### src/rtl/serial_paralelo_n.sv
// Serial-to-parallel receiver with comma alignment: hunts for COMMA on every bit, confirms
// LOCK_COUNT aligned commas, then delivers non-comma words on word boundaries.
module serial_paralelo_n #(
  parameter int               WIDTH        = 8,
  parameter logic [WIDTH-1:0] COMMA        = WIDTH'(8'hBC),
  parameter int               LOCK_COUNT   = 4,
  parameter int               MISALIGN_MAX = 2
) (
  input  logic             clk_32f,
  input  logic             reset,
  input  logic             data_in,
  output logic [WIDTH-1:0] data2send,
  output logic [WIDTH-1:0] data_out,
  output logic             valid_out,
  output logic             active,
  output logic [1:0]       lock_state
);

  localparam logic [1:0] HUNT   = 2'd0;
  localparam logic [1:0] SYNC   = 2'd1;
  localparam logic [1:0] LOCKED = 2'd2;

  localparam int BCW = $clog2(WIDTH);
  localparam int CCW = $clog2(LOCK_COUNT + 1);
  localparam int MCW = $clog2(MISALIGN_MAX + 1);

  localparam logic [BCW-1:0] LAST_BIT = BCW'(WIDTH - 1);
  localparam logic [CCW-1:0] CC_SAT   = '1;
  localparam logic [MCW-1:0] MC_SAT   = '1;

  logic [WIDTH-1:0] shift;
  logic [BCW-1:0]   bit_cnt;
  logic [CCW-1:0]   comma_cnt;
  logic [MCW-1:0]   misalign_cnt;

  logic [WIDTH-1:0] w;
  logic             is_comma;
  logic             boundary;
  logic [CCW-1:0]   comma_inc;
  logic [MCW-1:0]   mis_inc;

  assign w         = {shift[WIDTH-2:0], data_in};
  assign is_comma  = (w == COMMA);
  assign boundary  = (bit_cnt == LAST_BIT);
  assign comma_inc = (comma_cnt == CC_SAT) ? comma_cnt : comma_cnt + 1'b1;
  assign mis_inc   = (misalign_cnt == MC_SAT) ? misalign_cnt : misalign_cnt + 1'b1;

  // valid_out is a one-cycle strobe with no back-pressure: the word is presented in the
  // same cycle valid_out is high and is never held for a consumer.
  always_ff @(posedge clk_32f) begin
    if (!reset) begin
      shift        <= '0;
      bit_cnt      <= '0;
      comma_cnt    <= '0;
      misalign_cnt <= '0;
      data2send    <= '0;
      data_out     <= '0;
      valid_out    <= 1'b0;
      active       <= 1'b0;
      lock_state   <= HUNT;
    end else begin
      shift     <= w;
      valid_out <= 1'b0;
      if (lock_state == HUNT) begin
        if (is_comma) begin
          data2send    <= COMMA;
          bit_cnt      <= '0;
          comma_cnt    <= CCW'(1);
          misalign_cnt <= '0;
          lock_state   <= SYNC;
        end
      end else begin
        bit_cnt <= boundary ? '0 : bit_cnt + 1'b1;
        if (boundary) begin
          data2send <= w;
          if (lock_state == SYNC) begin
            if (is_comma) begin
              comma_cnt <= comma_inc;
              if (comma_inc >= CCW'(LOCK_COUNT)) begin
                lock_state   <= LOCKED;
                active       <= 1'b1;
                misalign_cnt <= '0;
              end
            end else begin
              comma_cnt  <= '0;
              lock_state <= HUNT;
            end
          end else if (is_comma) begin
            misalign_cnt <= '0;
          end else begin
            data_out  <= w;
            valid_out <= 1'b1;
          end
        end else if (lock_state == LOCKED && is_comma) begin
          // A comma off the boundary means the word phase slipped.
          misalign_cnt <= mis_inc;
          if (mis_inc >= MCW'(MISALIGN_MAX)) begin
            lock_state   <= HUNT;
            active       <= 1'b0;
            comma_cnt    <= '0;
            misalign_cnt <= '0;
            bit_cnt      <= '0;
          end
        end
      end
    end
  end

endmodule

### config.mk
export PLATFORM = sky130hd
export DESIGN_NAME = serial_paralelo_n
export DESIGN_NICKNAME = d
export VERILOG_FILES = /design/src/rtl/serial_paralelo_n.sv
export SDC_FILE = /design/constraint.sdc
export NUM_CORES = 1
export LEC_CHECK = 0
export CAP_MARGIN = 20
export CELL_PAD_IN_SITES_DETAIL_PLACEMENT = 0
export CELL_PAD_IN_SITES_GLOBAL_PLACEMENT = 1
export CORE_MARGIN = 4
export CORE_UTILIZATION = 36
export DETAILED_ROUTE_END_ITERATION = 16
export PLACE_DENSITY = 0.85
export SLEW_MARGIN = 30
export SYNTH_ARGS = -nofsm -noshare
export SYNTH_HDL_FRONTEND = slang
export SYNTH_SLANG_ARGS = --single-unit
### constraint.sdc
create_clock -name clk_32f -period 1.7 [get_ports clk_32f]
set_input_delay 0.17 -clock clk_32f [delete_from_list [all_inputs] [get_ports clk_32f]]
set_output_delay 0.17 -clock clk_32f [all_outputs]
set_load 0.01 [all_outputs]
==> impl_metrics.toml <==
[outcome]
status = "completed"

[synth]
synth_enable_flop_cells = 0
yosys.area.top_type = "dfxtp_1"
syn-mean-instance-area_um2 = 9.624
syn_area_mm2 = 0.001530
yosys_warnings = 0
syn_inst = 159
synthArstFlopShare = 0
syn-num-nets = 166
synth.top_cell.area_share = 0.4579
synth.distinct_cells = 42
yosys_most_used_dff = "dfxtp_1"
ys_seq_area_frac = 0.4579
synth_area_leaders = "dfxtp_1 (46%), mux2i_1 (5.9%), nor2_1 (3.7%)"
ys_ff_latch = 35

[clocking]
cts_buffer_depth = 2
root_buffer = "clkbuf_8"
insertion_delay_ps = 290
hold_buffers = 0
clock-sinks = 35
clk_pin_slew_worst_paths_ps = 70
cts.htree.levels = 2
cts_buffers = 5
cts_tree = "yes"

[drt]
dr.pass1.iters = 5
drc = 0
post_drt_wl_per_cell_um = 15.32
vias_per_cell = 5.480
vias = 1337
ant_nets = 0
drt_wl_total_um = 3739
drt_first_iter_violations = 59

[power_and_ir_drop]
comb_power_share = 0.026
p_leak_nw = 0.7231
cellPowerDensity_mw_per_mm2 = 736.2
p_switching_mw = 0.3398
clkPwrFrac = 0.425
switching_share = 0.2244
internal_power_mw = 1.175
p_seq_frac = 0.549
peakVddDrop_mv = 0.6744

[timing]
post-route-period-util = 0.9412
finalWorstSetupSlack_ps = 99.92
min_period_ps = 1600
slew_violations = 0
clock_skew_ps = 7.339
rsz0062_at_grt = "false"
worst_pin_slew_ps = 321.0
setup_tns_ps = 0
fmax_ghz = 0.6250
slew_headroom = 0.7850
finalSetupViolCount = 0
timing.final.hold_violations = 0

[hold_path]
min-delay-path-class = "flip-flop to flip-flop"
min_path_cells = 2
hold_start = "misalign_cnt[1]$_SDFFE_PN0P_"
whs_endpoint = "misalign_cnt[1]$_SDFFE_PN0P_"

[global_routing]
antenna_found_initial = 0
grt_pass1_wl_um = 6630
grt.overflow.total = 0
grt_use_total = 0.1592
grt_max_degree = 19
grt_pass1_vias = 1375

[setup_path]
path_delay_family = "compound AO/OA/AOI/OAI gates"
rr_startpoint = "bit_cnt[1]$_SDFFE_PN0P_"
ff2ff_path_depth = 6
timing.rr.end = "comma_cnt[0]$_SDFFE_PN0P_"
crit_path_end_kind = "flip-flop"
crit_buf_inv = 0
worstPathMaxFanout = 4
worstPathCellList = "ha_4, ha_4, o21ba_2, o2111a_2, or2_0, a221oi_2"
critical_path_class = "flip-flop to flip-flop"
cp_data_arrival_time_ps = 1800
r2r_slack_ps = 100
critical-path-slowest-cell = "dfxtp_2"
startpoint_type = "flip-flop"
max_stage_delay_ps = 360
critPathRequiredTime_ps = 1900
crit_top_cell = "ha_4"

[die]
start_util = 0.3771
die_x_um = 73.20
die_height_um = 73.20
boundaryPins = 23
dieArea_mm2 = 0.005358
rows = 23
core-area_mm2 = 0.004058

[cells_and_area]
finalNetCount = 200
layout_common_cells = "dfxtp_1 (31), clkdlybuf4s50_1 (22), nor2_1 (15)"
n_antenna_cell = 0
drive_above_1_share = 0.2165
final_common_cell = "dfxtp_1"
areaGrowthSynthToFinish_pct = 34.42
fin_cells = 244
fin_area_mm2 = 0.002057

[place]
gp_congestion = 0.8727
port_buffers = 22
place_worst_setup_slack_ps = -137.2
dpl.cell_count = 236
dp_hpwl_um = 2706
post_dp_cell_area_mm2 = 0.001882

[job]
drv_cap = 0
how the worst max path moves through the flow:
| stage | slack [ps] | cells past startpoint | end | startpoint |
|---|---|---|---|---|
| 6_report | 100 | 6 | comma_cnt[0]$_SDFFE_PN0P_ | bit_cnt[1]$_SDFFE_PN0P_ |
| 5_1_grt | 4 | 6 | comma_cnt[0]$_SDFFE_PN0P_ | bit_cnt[1]$_SDFFE_PN0P_ |
| 2_1_floorplan | 50 | 6 | comma_cnt[0]$_SDFFE_PN0P_ | bit_cnt[0]$_SDFFE_PN0P_ |
| 4_1_cts | -20 | 6 | comma_cnt[0]$_SDFFE_PN0P_ | bit_cnt[1]$_SDFFE_PN0P_ |
| 3_5_place_dp | -140 | 5 | bit_cnt[2]$_SDFFE_PN0P_ | data_in |
| 3_3_place_gp | -40 | 5 | bit_cnt[2]$_SDFFE_PN0P_ | data_in |
through the flow:
stage | hold slack (ps) | power (mW) | util
after global placement | 467.3 | 0.8880 | 0.4638
after detailed placement | 484.6 | 0.8894 | 0.4638
after CTS | 492.5 | 1.526 | 0.4897
after floorplan | 291.7 | 0.8678 | -
after global routing | 530.6 | 1.573 | 0.5069
final | 495.9 | 1.514 | 0.5069
final cells by class:
| type | count | area, µm² |
|---|---|---|
| repair buffers | 36 | 341.6 |
| multi-input cells | 110 | 829.5 |
| inverters | 5 | 18.77 |
| clock inverters | 2 | 16.27 |
| flip-flops and latches | 35 | 705.7 |
| fillers | 356 | 2001 |
| clock buffers | 6 | 82.58 |
| well taps | 50 | 62.56 |
cells in the mapped netlist, types with 2 or more instances:
master / instances
dfxtp_1: 35
nor2_1: 15
nand2_1: 11
a21oi_1: 9
mux2i_1: 9
and2_1: 7
o21ai_0: 6
o21a_1: 5
o221a_1: 5
clkbuf_1: 4
ha_1: 4
inv_1: 4
a22oi_1: 3
a31oi_1: 3
buf_2: 3
nor3_1: 3
a211oi_1: 2
a221oi_1: 2
a32oi_1: 2
buf_6: 2
nand3_1: 2
nor3b_1: 2
o311ai_0: 2
registers in the layout, summed over array words and instances, names as in the netlist:
name,count
shift,7
data2send,8
valid_out,1
active,1
comma_cnt,3
bit_cnt,3
lock_state,2
misalign_cnt,2
data_out,8
per-layer routing:
| metal | global-route usage | part of all wire |
|---|---|---|
| met1 | 0.2111 | 0.47 |
| met2 | 0.2493 | 0.47 |
| met3 | 0.04959 | 0.045 |
| met4 | 0.04303 | 0.012 |
| met5 | 0 | 0 |
kinds of logic (layout without fill, tap and decap cells):
group	count (synthesis)	in the layout	share of synthesized area
adder cells (fa/ha/maj)	4	4	0.03271
buffers and inverters	14	49	0.04659
AO/OA/AOI/OAI	47	47	0.2314
multiplexers	9	9	0.05887
flip-flops	35	35	0.4579
AND/OR/NAND/NOR	50	50	0.1725
power by group through the flow:
stage               Sequential, mW  Combinational, mW  Clock (mW)
CTS                          0.831             0.0393       0.656
floorplan                    0.849             0.0189           0
global placement             0.850             0.0383           0
global route                 0.831             0.0428       0.699
finish                       0.831             0.0398       0.644
detailed placement           0.850             0.0391           0
tightest hold or removal path, stage by stage, from the launching register on:
cell     delay (ps)
dfxtp_1         350
nand2_1          70
a21oi_1          40
timing repair:
action	in CTS	in global routing
resized for setup	3	18
buffers inserted	0	0
pin swaps	1	4
endpoints found under the setup margin	8	18
Power figures use the tool's default switching activity.
